==> config.mk <==
export PLATFORM = sky130hd
export DESIGN_NAME = des_key_schedule
export DESIGN_NICKNAME = d
export VERILOG_FILES = /design/src/rtl/des_key_schedule_pkg.sv /design/src/rtl/des_key_round.sv /design/src/rtl/des_key_schedule.sv
export SDC_FILE = /design/constraint.sdc
export NUM_CORES = 2
export LEC_CHECK = 0
export ABC_CLOCK_PERIOD_IN_PS = 3630
export BUFFER_PORTS_ARGS = -buffer_cell sky130_fd_sc_hd__buf_2
export CAP_MARGIN = 10
export CORE_AREA = 10 10 314 316
export DETAILED_ROUTE_END_ITERATION = 6
export DIE_AREA = 0 0 324 326
export SETUP_SLACK_MARGIN = 0.5
export SKIP_CTS_REPAIR_TIMING = 1
export SLEW_MARGIN = 30
export SYNTH_ARGS = -nofsm -noshare
export SYNTH_HDL_FRONTEND = slang
export SYNTH_SLANG_ARGS = --single-unit
==> constraint.sdc <==
create_clock -name clk -period 3.63 [get_ports clk]
set_clock_uncertainty 0.15 [all_clocks]
set_input_delay 0.726 -clock clk [delete_from_list [all_inputs] [get_ports clk]]
set_output_delay 0.726 -clock clk [all_outputs]
set_load 0.02 [all_outputs]
==> src/rtl/des_key_schedule_pkg.sv <==
// des_key_schedule_pkg: DES key-schedule permutation tables, shift schedule,
// FSM encoding and the PC-1/PC-2 helpers shared by the schedule and its round slice.
package des_key_schedule_pkg;

    typedef enum logic [1:0] {IDLE, GEN, DONE} state_t;

    localparam int PC1 [56] = '{
        57, 49, 41, 33, 25, 17,  9,  1, 58, 50, 42, 34, 26, 18,
        10,  2, 59, 51, 43, 35, 27, 19, 11,  3, 60, 52, 44, 36,
        63, 55, 47, 39, 31, 23, 15,  7, 62, 54, 46, 38, 30, 22,
        14,  6, 61, 53, 45, 37, 29, 21, 13,  5, 28, 20, 12,  4
    };

    localparam int PC2 [48] = '{
        14, 17, 11, 24,  1,  5,  3, 28, 15,  6, 21, 10,
        23, 19, 12,  4, 26,  8, 16,  7, 27, 20, 13,  2,
        41, 52, 31, 37, 47, 55, 30, 40, 51, 45, 33, 48,
        44, 49, 39, 56, 34, 53, 46, 42, 50, 36, 29, 32
    };

    localparam logic [1:0] SHIFT [16] = '{
        2'd1, 2'd1, 2'd2, 2'd2, 2'd2, 2'd2, 2'd2, 2'd2,
        2'd1, 2'd2, 2'd2, 2'd2, 2'd2, 2'd2, 2'd2, 2'd1
    };

    // Tables use 1-based DES numbering, matching the [1:N] vector declarations.
    function automatic logic [1:56] pc1_perm(input logic [1:64] key);
        logic [1:56] cd;
        cd = '0;
        for (int i = 0; i < 56; i++) cd[i+1] = key[PC1[i]];
        return cd;
    endfunction

    function automatic logic [1:48] pc2_perm(input logic [1:56] cd);
        logic [1:48] k;
        k = '0;
        for (int i = 0; i < 48; i++) k[i+1] = cd[PC2[i]];
        return k;
    endfunction

    function automatic logic [1:0] shift_of(input logic [3:0] round_idx);
        return SHIFT[round_idx];
    endfunction

endpackage

==> src/rtl/des_key_round.sv <==
// des_key_round: one combinational key-schedule round -- rotate C/D, then PC-2.
module des_key_round
    import des_key_schedule_pkg::*;
(
    input  logic [1:28] c,
    input  logic [1:28] d,
    input  logic [1:0]  shift,
    output logic [1:28] c_next,
    output logic [1:28] d_next,
    output logic [1:48] round_key
);

    always_comb begin
        c_next    = shift == 2'd2 ? {c[3:28], c[1:2]} : {c[2:28], c[1]};
        d_next    = shift == 2'd2 ? {d[3:28], d[1:2]} : {d[2:28], d[1]};
        round_key = pc2_perm({c_next, d_next});
    end

endmodule

==> src/rtl/des_key_schedule.sv <==
// des_key_schedule: iterative DES key schedule filling a 16-slot round-key image,
// in encrypt (K1 in slot 1) or decrypt (K16 in slot 1) order.
module des_key_schedule
    import des_key_schedule_pkg::*;
#(
    parameter int ROUNDS_PER_CYCLE = 1
) (
    input  logic         clk,
    input  logic         rst_n,
    input  logic         start,
    input  logic [1:64]  key,
    input  logic         decrypt,
    output logic         busy,
    output logic         done,
    output logic [1:768] round_keys
);

    if (ROUNDS_PER_CYCLE != 1 && ROUNDS_PER_CYCLE != 2) begin : g_bad_rounds
        $error("des_key_schedule: ROUNDS_PER_CYCLE must be 1 or 2");
    end

    localparam int         R    = ROUNDS_PER_CYCLE;
    localparam logic [4:0] STEP = 5'(R);

    state_t      state, state_n;
    logic [1:28] c, d;
    logic [4:0]  cnt;
    logic        dec;
    logic        last;
    logic [1:28] c_ch [R+1];
    logic [1:28] d_ch [R+1];
    logic [1:48] k_ch [R];
    logic [9:0]  base [R];

    assign c_ch[0] = c;
    assign d_ch[0] = d;
    assign last    = cnt + STEP == 5'd16;

    for (genvar g = 0; g < R; g++) begin : g_round
        logic [3:0] ridx;
        assign ridx    = cnt[3:0] + 4'(g);
        // Decrypt order mirrors the slot index: round i lands in slot 17-i.
        assign base[g] = 10'(48 * (dec ? 4'd15 - ridx : ridx) + 1);
        des_key_round u_round (
            .c         (c_ch[g]),
            .d         (d_ch[g]),
            .shift     (shift_of(ridx)),
            .c_next    (c_ch[g+1]),
            .d_next    (d_ch[g+1]),
            .round_key (k_ch[g])
        );
    end

    always_ff @(posedge clk or negedge rst_n) begin
        if (!rst_n) state <= IDLE;
        else        state <= state_n;
    end

    always_comb begin
        state_n = state == IDLE ? (start ? GEN : IDLE) :
                  state == GEN  ? (last ? DONE : GEN)  : IDLE;
        busy    = state == GEN;
        done    = state == DONE;
    end

    always_ff @(posedge clk or negedge rst_n) begin
        if (!rst_n) begin
            c          <= '0;
            d          <= '0;
            cnt        <= '0;
            dec        <= 1'b0;
            round_keys <= '0;
        end else if (state == IDLE && start) begin
            {c, d} <= pc1_perm(key);
            cnt    <= '0;
            dec    <= decrypt;
        end else if (state == GEN) begin
            c   <= c_ch[R];
            d   <= d_ch[R];
            cnt <= cnt + STEP;
            for (int i = 0; i < R; i++) round_keys[base[i] +: 48] <= k_ch[i];
        end
    end

endmodule
After elaboration in Yosys (flattened, before gate mapping):

Memories as Yosys holds them, arrays and structs flattened.
Cells that the tools add are included.

* shifts and indexed selects: 2
* mux-type cells: 16
* multipliers: 1
* $add $sub $neg: 4
* eq/ne operators: 4
* reduce and logical (&&, ||, !) cells: 4
* bitwise operators: 3
* $lt $le $gt $ge: 1

Operators with widths (count)
* 770-bit by 12-bit variable shift with 768-bit output (first input constant): 1
* 770-bit by 12-bit indexed part select with 768-bit output: 1
* 768-bit bitwise mux: 1
* 28-bit two-way mux: 6
* 2-bit by 32-bit multiplier with 6-bit output (first input constant): 1
* 32-bit two-way mux: 1
* 11-bit negator with 12-bit output: 1
* 10-bit NOT with 11-bit output: 1
* 10-bit by 1-bit adder with 10-bit output (second input constant): 1
* 2-bit two-way mux: 5
* 5-bit two-way mux: 2
* 5-bit by 1-bit adder with 5-bit output (second input constant): 1
* 5-bit equality test (second input constant): 1
* 5-bit >= comparator (second input constant): 1
* 4-bit NOT with 5-bit output: 1
* 4-bit by 4-bit subtractor with 5-bit output (first input constant): 1
* 2-bit equality test (second input constant): 2
* 2-bit by 1-bit equality test with 1-bit output (second input constant): 1
* 2-bit logical NOT: 1
* 2-bit AND reduction: 1
* 2-bit nonzero test: 1
* 1-bit logical AND: 1
* 1-bit two-way mux: 1
* 1-bit NOT: 1

* memory bits (read-only): 32
* register bits after elaboration: 832
* logic and storage cells: 42
* output and inout bits: 770
* memories kept: 1
* input bits: 68

Memory list
* (no name shown): words 16, width 2, rd ports 1, clocked after memory_dff 0, wr ports 0, RTL line des_key_schedule_pkg.sv:42 `return SHIFT[round_idx];`

Depth between registers and ports, before layout:

* word-level depth: 8
* mapped depth: 14
* gate-level depth less buffers: 9

Cells and area by module:

A second synthesis with hierarchy kept.

* cell total of the unflattened synthesis: 2781
* area total of the unflattened synthesis: 36682.7 um^2

By module, submodules not included
* des_key_schedule: cells each 2670, area each 35420.2 um^2, instances 1, sequential area each 20820.0 um^2
* des_key_round: cells each 111, area each 1262.5 um^2, instances 1, sequential area each 0.0 um^2

Least setup slack after synthesis:

Ideal clock, no wire load.

* kind: flip-flop to flip-flop
* start point: reg cnt[0]
* end point: reg round_keys[353] in the netlist's numbering
* period minus slack after synthesis: 3.707 ns
* cell stages (with the launch flop): 13
* library setup time: 0.125 ns
* path slack: -0.077 ns
* path buffers: 4
* arrival time: 3.432 ns
* data required time: 3.355 ns
* cell sequence: dfrtp_1 -> buf_2 -> and3b_1 -> or2_2 -> ha_1 -> clkbuf_1 -> or4_1 -> buf_2 -> nand2_4 -> nand2_1 -> nor3_2 -> buf_4 -> mux2_2

* word-level cells in the longest chain between the ends: 8
* elaborated cells between the ends (all ways): 16
* those cells by class: add/sub: 3; mul: 1; eq/ne: 1; shift: 2; mux: 6; bitwise: 2; memory: 1

Ends and longest elaborated chain
* start, declared: RTL line des_key_schedule.sv:27 `logic [4:0] cnt;`
* start signal, assigned: RTL line des_key_schedule.sv:80 `cnt <= cnt + STEP;`
* 4-bit by 4-bit subtractor with 5-bit output / 4-bit NOT with 5-bit output (equally long branches): RTL line des_key_schedule.sv:43, des_key_schedule_pkg.sv:42
* 32-bit two-way mux / memory read 16 x 2 bit (equally long branches)
* 2-bit by 32-bit multiplier with 6-bit output / 2-bit two-way mux (equally long branches): RTL line des_key_schedule.sv:43, des_key_schedule_pkg.sv:42
* 10-bit by 1-bit adder with 10-bit output / 2-bit two-way mux (equally long branches): RTL line des_key_schedule.sv:43, des_key_schedule_pkg.sv:42
* 10-bit NOT with 11-bit output (not written as such) / 2-bit equality test (equally long branches): RTL line des_key_schedule.sv:81, des_key_round.sv:14, des_key_round.sv:15
* 11-bit negator with 12-bit output (tied with other cells): RTL line des_key_schedule.sv:81 `for (int i = 0; i < R; i++) round_keys[base[i] +: 48] <= k_ch[i];`
* 770-bit by 12-bit indexed part select with 768-bit output / 770-bit by 12-bit variable shift with 768-bit output (equally long branches): RTL line des_key_schedule.sv:81
* 768-bit bitwise mux (*): RTL line des_key_schedule.sv:81
* end signal, assigned: RTL line des_key_schedule.sv:72 `round_keys <= '0;`
* end, declared: RTL line des_key_schedule.sv:15 `output logic [1:768] round_keys`

Mark *: on every way between the ends. The rest lies on a longest branch, timed or not. The select of a mux whose other input is x is not followed.
A chain may end at the register's enable or synchronous reset.

Final worst setup path:

* start point: reg cnt[1]
* end point: reg round_keys[537] in the netlist's numbering

The elaborated chain is that of the path after synthesis.

==> impl_metrics.toml <==
[synth]
synth_nets = 2794
synthArstFlopShare = 1.00
yosysSeqAreaShare = 0.588
yosysWarnings = 0
synth_top_area_share = 0.588
synth_area_leaders = "dfrtp_1 (59%), mux2_2 (20%), mux2i_1 (2.5%)"
synth_edf_count = 0
netlist_top_cells_count = "dfrtp_1 (832), mux2_2 (615), nand2_1 (194)"
syn_area_per_cell_sq_um = 13.0
yosysMostFrequentCell = "dfrtp_1"
synthCells = 2720
netlist_area_sq_mm = 0.0354
synth_top_area_cell = "dfrtp_1"
ys_dominant_reg_cell = "dfrtp_1"
netlist-cell-type-count = 66
synth-seq-cells = 832

[sta]
report.final.hold_viol_count = 0
fin_crit_sh = 0.918
clock.fmax_mhz = 300
tightestPinTransition_ns = 0.787
worst_slack_ns = 0.298
rsz0062_at_grt = "true"
maxSlewViolCount = 0
period_needed_ns = 3.33
tns_ns = 0
setup_viol = 0
maxSlewHeadroom = 0.476

[setup_path]
crit_path_max_incr_delay_ns = 0.48
crit_path_start_kind = "register"
crit_family = "simple AND/OR/NAND/NOR gates"
r2r_end = "round_keys[537]$_DFFE_PN0P_"
cp_num_buf_inv = 4
reg2reg_depth = 12
cp.required_ns = 4.03
cpMostUsedCell = "buf_4"
crit_chain = "and3b_2 -> or2_4 -> ha_4 -> buf_6 -> buf_4 -> nor4_2 -> buf_4 -> nor2_4 -> or4_4 -> o32a_4 -> clkbuf_16 -> mux2_4"
setup.worst_path.start = "cnt[1]$_DFFE_PN0P_"
crit_fanout = 8
r2r-start = "cnt[1]$_DFFE_PN0P_"
slowest_stage = "dfrtp_2"
critical_path_class = "reg -> reg"
cp_num_cells = 12
cp-end-kind = "register"
crit_arrival_ns = 3.74
rrSetupSlack_ns = 0.30
crit_path_end = "round_keys[537]$_DFFE_PN0P_"

[placement]
preCtsSetupSlack_ns = 0.145
gp_congestion = 0.953
placed_cells = 4767
portBuffers = 829
place_hpwl_um = 105000

[drt]
ant_nets = 0
vias = 27300
viasPerCell = 5.45
avgRoutedWirePerCell_um = 28.8
drc = 0
routed_wl_um = 144000
drt_first_pass_iters = 5
drtIter0Drc = 2079

[layout]
syn2layout_area_growth_pct = 34.9
stdcell_count = 5001
utilization = 0.516
n_fill_cell = 8252
nets = 3799
drive_gt1_frac = 0.549

[clock_network]
cts-root-buf = "clkbuf_16"
cts_buffers = 89
cts_max_level = 3
numClockSinks = 832
clk_path_buf_depth = 3
cts_tree = "done"
clk_pin_slew_worst_paths_ns = 0.06
clk_latency_ns = 0.68

[global_route]
grt_overflow_total = 0
antenna_found_initial = 45
grt_pass1_wl_um = 199000
grt_max_degree = 108
track_usage = 0.256
grt_pass1_vias = 27200

[status]
outcome = "completed"

[die]
die_x_um = 324
die_h_um = 326
rows = 112
die_area_sq_mm = 0.106
num_io_pins = 838
coreArea_sq_mm = 0.0925
start_util = 0.383

[min_path]
hold_class = "in -> reg"

[job]
max-cap-violations = 0
cell families after synthesis:
group	Yosys count	synth area share
compound gates	463	0.0790
xor+xnor	4	0.000990
fa+ha+maj	6	0.00212
buf+inv	207	0.0273
flops	832	0.588
mux	780	0.246
simple gates	428	0.0562
per-stage QoR:
step | area, sq um | hold WS [ns]
after global routing | 47800 | 0.119
after floorplan | 36300 | 0.280
final | 47800 | 0.135
after global placement | 43300 | 0.307
after detailed placement | 43300 | 0.315
after CTS | 46300 | -0.134
how the worst min path moves through the flow:
stage	startpoint	end	cells after the start	slack [ns]
final	decrypt	dec$_DFFE_PN0P_	2	0.13
after global routing	decrypt	dec$_DFFE_PN0P_	2	0.12
after CTS	rst_n	round_keys[83]$_DFFE_PN0P_	1	-0.13
after detailed placement	round_keys[746]$_DFFE_PN0P_	round_keys[746]$_DFFE_PN0P_	2	0.32
after global placement	round_keys[695]$_DFFE_PN0P_	round_keys[695]$_DFFE_PN0P_	2	0.31
after floorplan	rst_n	c[10]$_DFFE_PN0P_	0	0.28
worst reg2reg max path: stages, from the launching register on:
cell,delay (ns)
dfrtp_2,0.48
and3b_2,0.24
or2_4,0.24
ha_4,0.19
buf_6,0.14
buf_4,0.13
nor4_2,0.27
buf_4,0.18
nor2_4,0.04
or4_4,0.42
o32a_4,0.25
clkbuf_16,0.19
mux2_4,0.29
layout by cell type, fill, tap and decap left out, types with 58 or more instances in the layout:
master,netlist,layout
nand2_1,194,182
o21ai_0,152,137
nor2_1,151,145
mux2_2,615,503
mux2_4,10,190
buf_2,49,829
a21oi_1,115,109
o22ai_1,84,62
mux2i_1,87,74
buf_4,10,175
dfrtp_1,832,829
clkbuf_16,0,108
buf_12,0,58
layer usage:
metal,part of all wire,up-vias,track usage
met5,0.0023,-,0
met3,0.096,275,0.0865
met2,0.48,1148,0.417
li1,-,11800,-
met4,0.034,52,0.0928
met1,0.39,14000,0.314
layout make-up:
| cell class | count | area [sq um] | area share |
|---|---|---|---|
| well taps | 1197 | 1500 | 0.0314 |
| diodes | 9 | 22.5 | 0.000472 |
| inverters | 15 | 56.3 | 0.00118 |
| repair buffers | 1106 | 7350 | 0.154 |
| clock inverters | 26 | 309 | 0.00647 |
| flip-flops and latches | 832 | 20800 | 0.436 |
| clock buffers | 135 | 2680 | 0.0562 |
| multi-input cells | 1681 | 15000 | 0.314 |
state kept, by name (all words and copies together) (netlist names):
register / cells
dec: 1
d: 28
state: 2
round_keys: 768
c: 28
cnt: 5
Power is left out: the tool's default activity adds up to more than one toggle a clock period on the data nets, which glitch-free logic cannot reach.
